==> src/rtl/wb_arbiter_pkg.sv <==
// Shared widths, zero constants and writeback requester indices for the
// register-file writeback arbiter.
package wb_arbiter_pkg;

   localparam int unsigned WB_XLEN    = 32;
   localparam int unsigned WB_AW      = 5;
   localparam int unsigned WB_NUM_REQ = 3;

   typedef logic [WB_XLEN-1:0] RegBus;
   typedef logic [WB_AW-1:0]   RegAddrBus;

   localparam RegAddrBus ZeroReg  = '0;
   localparam RegBus     ZeroWord = '0;

   localparam int unsigned WB_REQ_ALU = 0;
   localparam int unsigned WB_REQ_LSU = 1;
   localparam int unsigned WB_REQ_MDU = 2;

endpackage

==> src/rtl/wb_rr_arbiter.sv <==
// Request vector -> one-hot grant.
// WB_ARB_RR_EN defined  : round-robin; a pointer marks the highest-priority index.
// WB_ARB_RR_EN undefined: fixed priority, lowest index wins, no state.
module wb_rr_arbiter #(
   parameter int unsigned N = 3
)(
`ifdef WB_ARB_RR_EN
   input  logic         i_clk,
   input  logic         i_rst,
`endif
   input  logic [N-1:0] i_req,
   output logic [N-1:0] o_grant
);

`ifdef WB_ARB_RR_EN
   localparam int unsigned PW = (N > 1) ? $clog2(N) : 1;

   logic [PW-1:0] r_ptr;
   logic [PW-1:0] w_win;
   logic [PW-1:0] w_ptr_nxt;

   // Scan p, p+1, ... mod N; the first requester found is granted.
   always_comb begin
      int unsigned idx;
      logic [PW-1:0] sel;
      logic found;
      o_grant = '0;
      w_win   = '0;
      idx     = 0;
      sel     = '0;
      found   = 1'b0;
      for (int unsigned k = 0; k < N; k++) begin
         idx = 32'(r_ptr) + k;
         if (idx >= N) idx = idx - N;
         sel = PW'(idx);
         if (!found && i_req[sel]) begin
            o_grant[sel] = 1'b1;
            w_win        = sel;
            found        = 1'b1;
         end
      end
      w_ptr_nxt = (32'(w_win) + 1 >= N) ? '0 : w_win + 1'b1;
   end

   // Pointer moves just past the winner; holds when nothing is granted.
   always_ff @(posedge i_clk) begin
      if (i_rst)       r_ptr <= '0;
      else if (|i_req) r_ptr <= w_ptr_nxt;
   end
`else
   // Lowest asserted index wins.
   always_comb begin
      logic found;
      o_grant = '0;
      found   = 1'b0;
      for (int unsigned k = 0; k < N; k++) begin
         if (!found && i_req[k]) begin
            o_grant[k] = 1'b1;
            found      = 1'b1;
         end
      end
   end
`endif

endmodule

==> src/rtl/wb_arbiter.sv <==
// Register-file writeback arbiter: shares the single write port among
// NUM_REQ valid/ready requesters and tracks pending writes per register.
// Arbitration mode selected by WB_ARB_RR_EN (see wb_rr_arbiter).
module wb_arbiter
   import wb_arbiter_pkg::*;
#(
   parameter int unsigned NUM_REQ = WB_NUM_REQ,
   parameter int unsigned XLEN    = WB_XLEN,
   parameter int unsigned AW      = WB_AW
)(
   input  logic                    clk,
   input  logic                    rst,
   input  logic [NUM_REQ-1:0]      req_valid,
   output logic [NUM_REQ-1:0]      req_ready,
   input  logic [NUM_REQ*AW-1:0]   req_rd,
   input  logic [NUM_REQ*XLEN-1:0] req_data,
   input  logic                    issue_valid,
   input  logic [AW-1:0]           issue_rd,
   input  logic [AW-1:0]           rs1_addr,
   input  logic [AW-1:0]           rs2_addr,
   output logic                    rs1_busy,
   output logic                    rs2_busy,
   output logic [2**AW-1:0]        busy_vec,
   output logic                    wen,
   output logic [AW-1:0]           rd_waddr,
   output logic [XLEN-1:0]         rd_wdata
);

   logic [NUM_REQ-1:0] w_zero_rd;
   logic [NUM_REQ-1:0] w_arb_req;
   logic [NUM_REQ-1:0] w_grant;
   logic               w_any_grant;
   logic [AW-1:0]      w_win_rd;
   logic [XLEN-1:0]    w_win_data;
   logic [2**AW-1:0]   w_busy_nxt;

   logic [2**AW-1:0]   r_busy;
   logic               r_wen;
   logic [AW-1:0]      r_waddr;
   logic [XLEN-1:0]    r_wdata;

   wb_rr_arbiter #(
      .N (NUM_REQ)
   ) u_arb (
`ifdef WB_ARB_RR_EN
      .i_clk   (clk),
      .i_rst   (rst),
`endif
      .i_req   (w_arb_req),
      .o_grant (w_grant)
   );

   // rd==0 requests bypass arbitration; nothing is offered during reset.
   always_comb begin
      w_zero_rd = '0;
      for (int unsigned i = 0; i < NUM_REQ; i++) begin
         w_zero_rd[i] = (req_rd[i*AW +: AW] == '0);
      end
      w_arb_req = rst ? '0 : (req_valid & ~w_zero_rd);
      req_ready = rst ? '0 : (w_grant | (req_valid & w_zero_rd));
   end

   // One-hot grant selects the winning rd/data.
   always_comb begin
      w_win_rd   = '0;
      w_win_data = '0;
      for (int unsigned i = 0; i < NUM_REQ; i++) begin
         if (w_grant[i]) begin
            w_win_rd   = w_win_rd   | req_rd[i*AW +: AW];
            w_win_data = w_win_data | req_data[i*XLEN +: XLEN];
         end
      end
      w_any_grant = |w_grant;
   end

   // Scoreboard update: clear on grant, then set on issue so a newer producer wins.
   always_comb begin
      w_busy_nxt = r_busy;
      if (w_any_grant) w_busy_nxt[w_win_rd] = 1'b0;
      if (issue_valid && issue_rd != '0) w_busy_nxt[issue_rd] = 1'b1;
      w_busy_nxt[0] = 1'b0;
   end

   // Registered write port and scoreboard state.
   always_ff @(posedge clk) begin
      if (rst) begin
         r_wen   <= 1'b0;
         r_waddr <= '0;
         r_wdata <= '0;
         r_busy  <= '0;
      end else begin
         r_wen  <= w_any_grant;
         r_busy <= w_busy_nxt;
         if (w_any_grant) begin
            r_waddr <= w_win_rd;
            r_wdata <= w_win_data;
         end
      end
   end

   // Busy lookup; bit 0 of the scoreboard is never set.
   always_comb begin
      rs1_busy = rst ? 1'b0 : r_busy[rs1_addr];
      rs2_busy = rst ? 1'b0 : r_busy[rs2_addr];
   end

   assign busy_vec = r_busy;
   assign wen      = r_wen;
   assign rd_waddr = r_waddr;
   assign rd_wdata = r_wdata;

endmodule
==> config.mk <==
export PLATFORM = sky130hd
export DESIGN_NAME = wb_arbiter
export DESIGN_NICKNAME = d
export VERILOG_FILES = /design/src/rtl/wb_arbiter_pkg.sv /design/src/rtl/wb_rr_arbiter.sv /design/src/rtl/wb_arbiter.sv
export SDC_FILE = /design/constraint.sdc
export NUM_CORES = 1
export LEC_CHECK = 0
export CAP_MARGIN = 20
export CORE_ASPECT_RATIO = 1.75
export CORE_MARGIN = 3
export CORE_UTILIZATION = 35
export CTS_BUF_LIST = sky130_fd_sc_hd__clkbuf_16
export CTS_CLUSTER_DIAMETER = 120
export CTS_CLUSTER_SIZE = 12
export DETAILED_ROUTE_END_ITERATION = 16
export PLACE_DENSITY_LB_ADDON = 0.1
export RECOVER_POWER = 25
export SKIP_LAST_GASP = 1
export SLEW_MARGIN = 0
export SYNTH_ARGS = -nofsm -noshare
export SYNTH_HDL_FRONTEND = slang
export SYNTH_SLANG_ARGS = --single-unit
==> constraint.sdc <==
create_clock -name clk -period 2.1 [get_ports clk]
set_input_delay 0.21 -clock clk [delete_from_list [all_inputs] [get_ports clk]]
set_output_delay 0.21 -clock clk [all_outputs]
set_load 0.01 [all_outputs]
; Word level (Yosys, flattened, before mapping)
; Index checks and enable logic that the tools add are counted.
[word_totals]
elab_cells = 58
regBits = 70
in_bits = 132
output_inout_bits = 75
[op_classes]
n_reduce_logical = 12
bitwise_logic = 11
magnitude_cmp = 6
n_mux = 24
[op_table]
columns = operator, n
row1 = 32-bit 2-to-1 mux, 5
row2 = 32-bit bitwise OR, 3
row3 = 32-bit bitwise AND, 1
row4 = 32-bit NOT, 1
row5 = "5-bit by 6-bit < comparator with 1-bit output, second input constant", 4
row6 = 5-bit logical NOT, 3
row7 = 5-bit 2-to-1 mux, 3
row8 = 1-bit binary-select mux with 5-bit select, 2
row9 = 1-bit demux with 5-bit select, 2
row10 = "5-bit by 1-bit >= comparator with 1-bit output, second input constant", 2
row11 = 1-bit 2-to-1 mux, 10
row12 = 5-bit bitwise OR, 2
row13 = 3-bit bitwise AND, 2
row14 = 3-bit 2-to-1 mux, 2
row15 = 1-bit logical AND, 5
row16 = 5-bit nonzero test, 1
row17 = 3-bit NOT, 1
row18 = 3-bit bitwise OR, 1
row19 = 3-bit OR reduction, 1
row20 = 1-bit logical NOT, 2

; Depth between registers and ports, before layout
; Gate-level depths: netlist (run 1).
[logic_depth]
depth_word = 21
depth_mapped = 10
depth_no_buf = 7

; Hierarchy
; From an unflattened synthesis (run 1), not the netlist that was laid out.
[hier_totals]
hier_cells = 394
hier_area_um2 = 3468.3
[by_module_without_submodules]
columns = module, cells_each, seq_area_each_um2, n_inst, area_per_inst_um2
row1 = wb_arbiter, 391, 1381.3, 1, 3442.1
row2 = wb_rr_arbiter, 3, 0.0, 1, 26.3

; Worst setup path after synthesis (run 1)
; No wires, ideal clock.
[synth_path]
path_type = input port to flip-flop
from = input port req_rd[1]
to = register r_busy[10] (netlist: busy_vec[10])
setup_ps = 132
t_required_ps = 1968
cell_stages = 7
t_arrival_ps = 1999
setup_slack_ps = -31
path_buffers = 1
path_cell_list = or4_4 o21ai_2 buf_4 nand3_1 a211o_1 o41ai_1 a21oi_1
[synth_between]
elab_chain_len = 21
word_cells_on_any_way = 28
cone_classes = order compare: 2 / mux: 12 / bitwise: 7 / reduce/logical: 7
[synth_rtl]
columns = element, line
row1 = start: declaration, wb_arbiter.sv:15  ; input logic [NUM_REQ*AW-1:0] req_rd,
row2 = 5-bit logical NOT, wb_arbiter.sv:57  ; w_zero_rd[i] = (req_rd[i*AW +: AW] == '0);
row3 = 3-bit NOT, wb_arbiter.sv:59  ; w_arb_req = rst ? '0 : (req_valid & ~w_zero_rd);
row4 = 3-bit bitwise AND, wb_arbiter.sv:59
row5 = 3-bit 2-to-1 mux, wb_arbiter.sv:59
row6 = 1-bit 2-to-1 mux, wb_rr_arbiter.sv:57  ; if (!found && i_req[k]) begin
row7 = 1-bit logical NOT, wb_rr_arbiter.sv:57
row8 = 1-bit logical AND, wb_rr_arbiter.sv:57
row9 = 1-bit 2-to-1 mux, wb_rr_arbiter.sv:57
row10 = [... 5 more ...], -
row11 = 1-bit logical AND (implied by the code), wb_arbiter.sv:79  ; if (w_any_grant) w_busy_nxt[w_win_rd] = 1'b0;
row12 = 1-bit 2-to-1 mux (implied by the code), wb_arbiter.sv:79
row13 = 1-bit demux with 5-bit select, wb_arbiter.sv:79
row14 = 32-bit NOT (no line), -
row15 = 32-bit bitwise AND (no line), -
row16 = 32-bit 2-to-1 mux *, wb_arbiter.sv:79
row17 = 32-bit bitwise OR (no line), -
row18 = 32-bit 2-to-1 mux *, wb_arbiter.sv:80  ; if (issue_valid && issue_rd != '0) w_busy_nxt[issue_rd] = 1'b1;
row19 = end signal: assignment, wb_arbiter.sv:93  ; r_busy <= w_busy_nxt;
row20 = end: declaration, wb_arbiter.sv:37  ; logic [2**AW-1:0] r_busy;
; Every way passes the cells marked *; elsewhere a longest branch is shown, timed or not.
; A chain may end at the register's enable or synchronous reset.

; Worst setup path after layout (run 1)
[layout_path]
from = register r_busy[31] (netlist: busy_vec[31])
to = output port rs2_busy
[layout_between]
elab_chain_len = 3
[layout_rtl]
columns = element, line
row1 = 1-bit binary-select mux with 5-bit select, wb_arbiter.sv:104  ; rs2_busy = rst ? 1'b0 : r_busy[rs2_addr];
row2 = 1-bit 2-to-1 mux (implied by the code), wb_arbiter.sv:104
row3 = 1-bit 2-to-1 mux, wb_arbiter.sv:104
row4 = end: declaration, wb_arbiter.sv:22  ; output logic rs2_busy,
; Every way passes these cells. The select of a mux whose other input is x is not followed.

==> results of run 1 <==
[synth_stat cells, types with 2 or more instances]
cell      instances
a211o_1           2
a211oi_1         30
a21o_1            6
a21oi_1          72
a311oi_1          4
a32o_1            3
and3b_1           2
buf_2             5
buf_4             3
buf_6             2
clkbuf_1         27
dfxtp_1          69
inv_1             3
mux2_2            2
mux2i_1          28
mux4_2           18
nand2_1          30
nand2b_1          4
nand3_1           5
nand3b_1          4
nor2_1           87
nor2b_1           3
nor3_1           11
nor3b_1           2
nor4_1            2
o21ai_0          10
o221ai_1          6
o22ai_1           5
o311ai_0          4
o32ai_1           2
o41ai_1          12
or2_2             2
or3_1             2
[area by class of cell]
cell class / instances / area, um2 / share of cell area
inverter: 4 / 15.0 / 0.00192
clock inverter: 7 / 66.3 / 0.00850
timing repair buffer: 329 / 3090 / 0.396
antenna: 2 / 5.00 / 0.000641
clock buffer: 9 / 225 / 0.0289
sequential: 69 / 1390 / 0.178
multi-input combinational: 377 / 2850 / 0.365
tap: 132 / 165 / 0.0212
[cells by family (layout without fill, tap and decap cells)]
family | after synthesis | in the layout | share of synthesized area
AO/OA/AOI/OAI | 165 | 166 | 0.265
AND/OR/NAND/NOR | 162 | 162 | 0.181
flip-flops | 69 | 69 | 0.335
multiplexers | 48 | 48 | 0.172
buffers and inverters | 42 | 349 | 0.0461
other | 1 | 3 | 0.000910
[power breakdown]
part / internal [W] / switching (W) / total (W)
Combinational: 0.000667 / 0.000549 / 0.00122
Sequential: 0.00138 / 0.0000403 / 0.00142
Clock: 0.000912 / 0.000586 / 0.00150
[worst max path at each step]
| stage | from | to | slack, ns |
|---|---|---|---|
| after detailed placement | req_rd[1] | busy_vec[25] | -0.70 |
| after CTS | busy_vec[31] | rs2_busy | -0.12 |
| final | busy_vec[31] | rs2_busy | -0.10 |
| after floorplan | req_rd[1] | busy_vec[17] | -0.03 |
| after global routing | busy_vec[31] | rs2_busy | -0.17 |
| after global placement | rs1_addr[0] | rs1_busy | -0.68 |
[what timing repair did]
action	4_1_cts	5_1_grt
buffers inserted	7	5
pin swaps	32	19
hold buffers	0	0
resized for setup	90	23
endpoints found under the setup margin	57	36
gates cloned	2	0
[routing by layer]
layer | vias up | wire [um] | track usage
li1 | 2453 | - | -
met1 | 2405 | 6360 | 0.275
met2 | 236 | 10600 | 0.543
met3 | 62 | 1210 | 0.0601
met4 | 0 | 1100 | 0.174
met5 | - | 0 | 0
[through the flow]
| stage | setup TNS (ns) | hold slack [ns] |
|---|---|---|
| 2_1_floorplan | -0.287 | 0.346 |
| 3_3_place_gp | -30.83 | 0.463 |
| 3_5_place_dp | -33.77 | 0.476 |
| 4_1_cts | -0.253 | 0.425 |
| 5_1_grt | -0.320 | 0.444 |
| 6_report | -0.201 | 0.429 |
[registers in the layout, summed over array words and instances (netlist names)]
name	cells
rd_wdata	32
busy_vec	31
rd_waddr	5
wen	1
[worst reg2reg max path: stages, from the launching register on]
cell,delay [ns]
dfxtp_1,0.33
mux2i_1,0.25
a211oi_1,0.12
a21oi_1,0.15
nor2_1,0.05
==> run_results.csv, run 1 <==
group,metric,value,unit
pwr,cellLeakagePower,3.26,nW
routing,postRouteAntennaNets,0,
synthesis,synth.avg_cell_area,8.46,um2
clock_tree,cts_tree,"yes",
routing,drt_iter0_drc,206,
hold_path,hold_depth,3,
timing,final.setup_skew,0,ns
synthesis,synth_warnings,0,
routing,dr.pass1.iters,4,
setup_path,crit_arrival,1.99,ns
die,ios,207,
grt,antenna_found_initial,2,
synthesis,syn_area,4120,um2
setup_path,crit_family,"multiplexers",
synthesis,synth_top_area_share,0.335,
clock_tree,ctsRootBufferMaster,"clkbuf_16",
synthesis,synth-seq-cells,69,
setup_path,cp_common_cell,"mux4_2",
synthesis,synthTopCellsByArea,"dfxtp_1 (34%), mux4_2 (9.8%), a21oi_1 (8.7%), nor2_1 (7.9%), mux2i_1 (6.8%)",
layout,final_cell_mix,"clkdlybuf4s50_1 (146), buf_4 (109), nor2_1 (86)",
setup_path,start_kind,"register",
routing,drc_errors,0,
synthesis,syn-num-nets,619,
clock_tree,clock_tree.buffer_depth,2,
flow_run,maxCapViolations,0,
placement,dp.cells,898,
clock_tree,clock_sinks,69,
clock_tree,worstSkewPairLatency,0.33,ns
grt,first_global_vias,5439,
die,core_area,11300,um2
clock_tree,cts_buffers,9,
setup_path,r2r-start,"rd_wdata[24]",
grt,grt_use_total,0.289,
timing,drv_slew,0,
die,die_w,88.0,um
setup_path,slowest_stage,"mux4_2",
placement,dp_slack,-0.701,ns
placement,dp_hpwl,14500,um
placement,place_area,7080,um2
timing,finalWorstSetupSlack,-0.104,ns
layout,postLayoutCoreUtil,0.691,
layout,nFillCells,918,
timing,slew_headroom,0.617,
layout,fin_area,7800,um2
timing,min_period,2.20,ns
timing,finalHoldViolations,0,
grt,grt_pass1_wl,28800,um
pwr,powerDensity,530,nW/um2
synthesis,netlist_instances,487,
layout,layout_commonest_cell,"clkdlybuf4s50_1",
pwr,power,0.00414,W
placement,port_buffers,205,
grt,grt-ovfl-total,0,
setup_path,cp.required,1.89,ns
timing,period_share,1.05,
setup_path,r2r_cells,4,
routing,detail_route.vias_per_cell,5.55,
synthesis,yosys.area.top_type,"dfxtp_1",
setup_path,slowest_delay,0.49,ns
clock_tree,path_clk_slew,0.06,ns
pwr,vdd_drop_max,0.369,mV
setup_path,critPathCaptureType,"primary output",
grt,grt_max_degree,58,
synthesis,ys_types,53,
die,initial_core_util,0.365,
setup_path,crit_buf_inv,1,
synthesis,synth_ff_type,"dfxtp_1",
die,rows,51,
synthesis,async_flop_share,0,
hold_path,whs_endpoint,"rd_wdata[20]",
layout,stdcell_count,929,
setup_path,cp.depth,5,
die,die_area,13200,um2
setup_path,path_class,"reg -> out",
routing,dr_total_vias,5156,
setup_path,reg2reg_to,"rd_wdata[24]",
status,violations,"setup timing",
clock_tree,htreeDepth,3,
setup_path,path_max_fanout,3,
timing,fmax,454,MHz
layout,drive_gt1_frac,0.283,
layout,area_growth,89.3,%
die,fp.dieH,150,um
setup_path,crit_chain,"mux4_2 > mux4_2 > mux2i_1 > nor2_1 > buf_2",
placement,gp_congestion,0.916,
timing,setup_viol,2,
status,outcome,"finished with violations",
timing,worst-slew-pin-transition,0.574,ns
hold_path,hold_class,"in -> reg",
synthesis,synth_edf_count,0,
hold_path,hold_path.startpoint,"req_data[20]",
synthesis,ys_seq_area_frac,0.335,
routing,avgRoutedWirePerCell,20.7,um
routing,drt-total-wl,19200,um
timing,rsz0062_at_grt,"yes",
layout,fin_nets,922,
setup_path,r2r_slack,1.08,ns
Note: power is estimated with default switching activity, not from simulation.
==> inputs of run 2 (changes only) <==
--- a/config.mk
+++ b/config.mk
@@ -13,6 +13,7 @@
 export CTS_CLUSTER_DIAMETER = 120
 export CTS_CLUSTER_SIZE = 12
 export DETAILED_ROUTE_END_ITERATION = 16
+export HOLD_SLACK_MARGIN = 0.1
 export PLACE_DENSITY_LB_ADDON = 0.1
 export RECOVER_POWER = 25
 export SKIP_LAST_GASP = 1
==> results of run 2 <==
No change in the layout: final DEF, timing and power equal those of run 1.
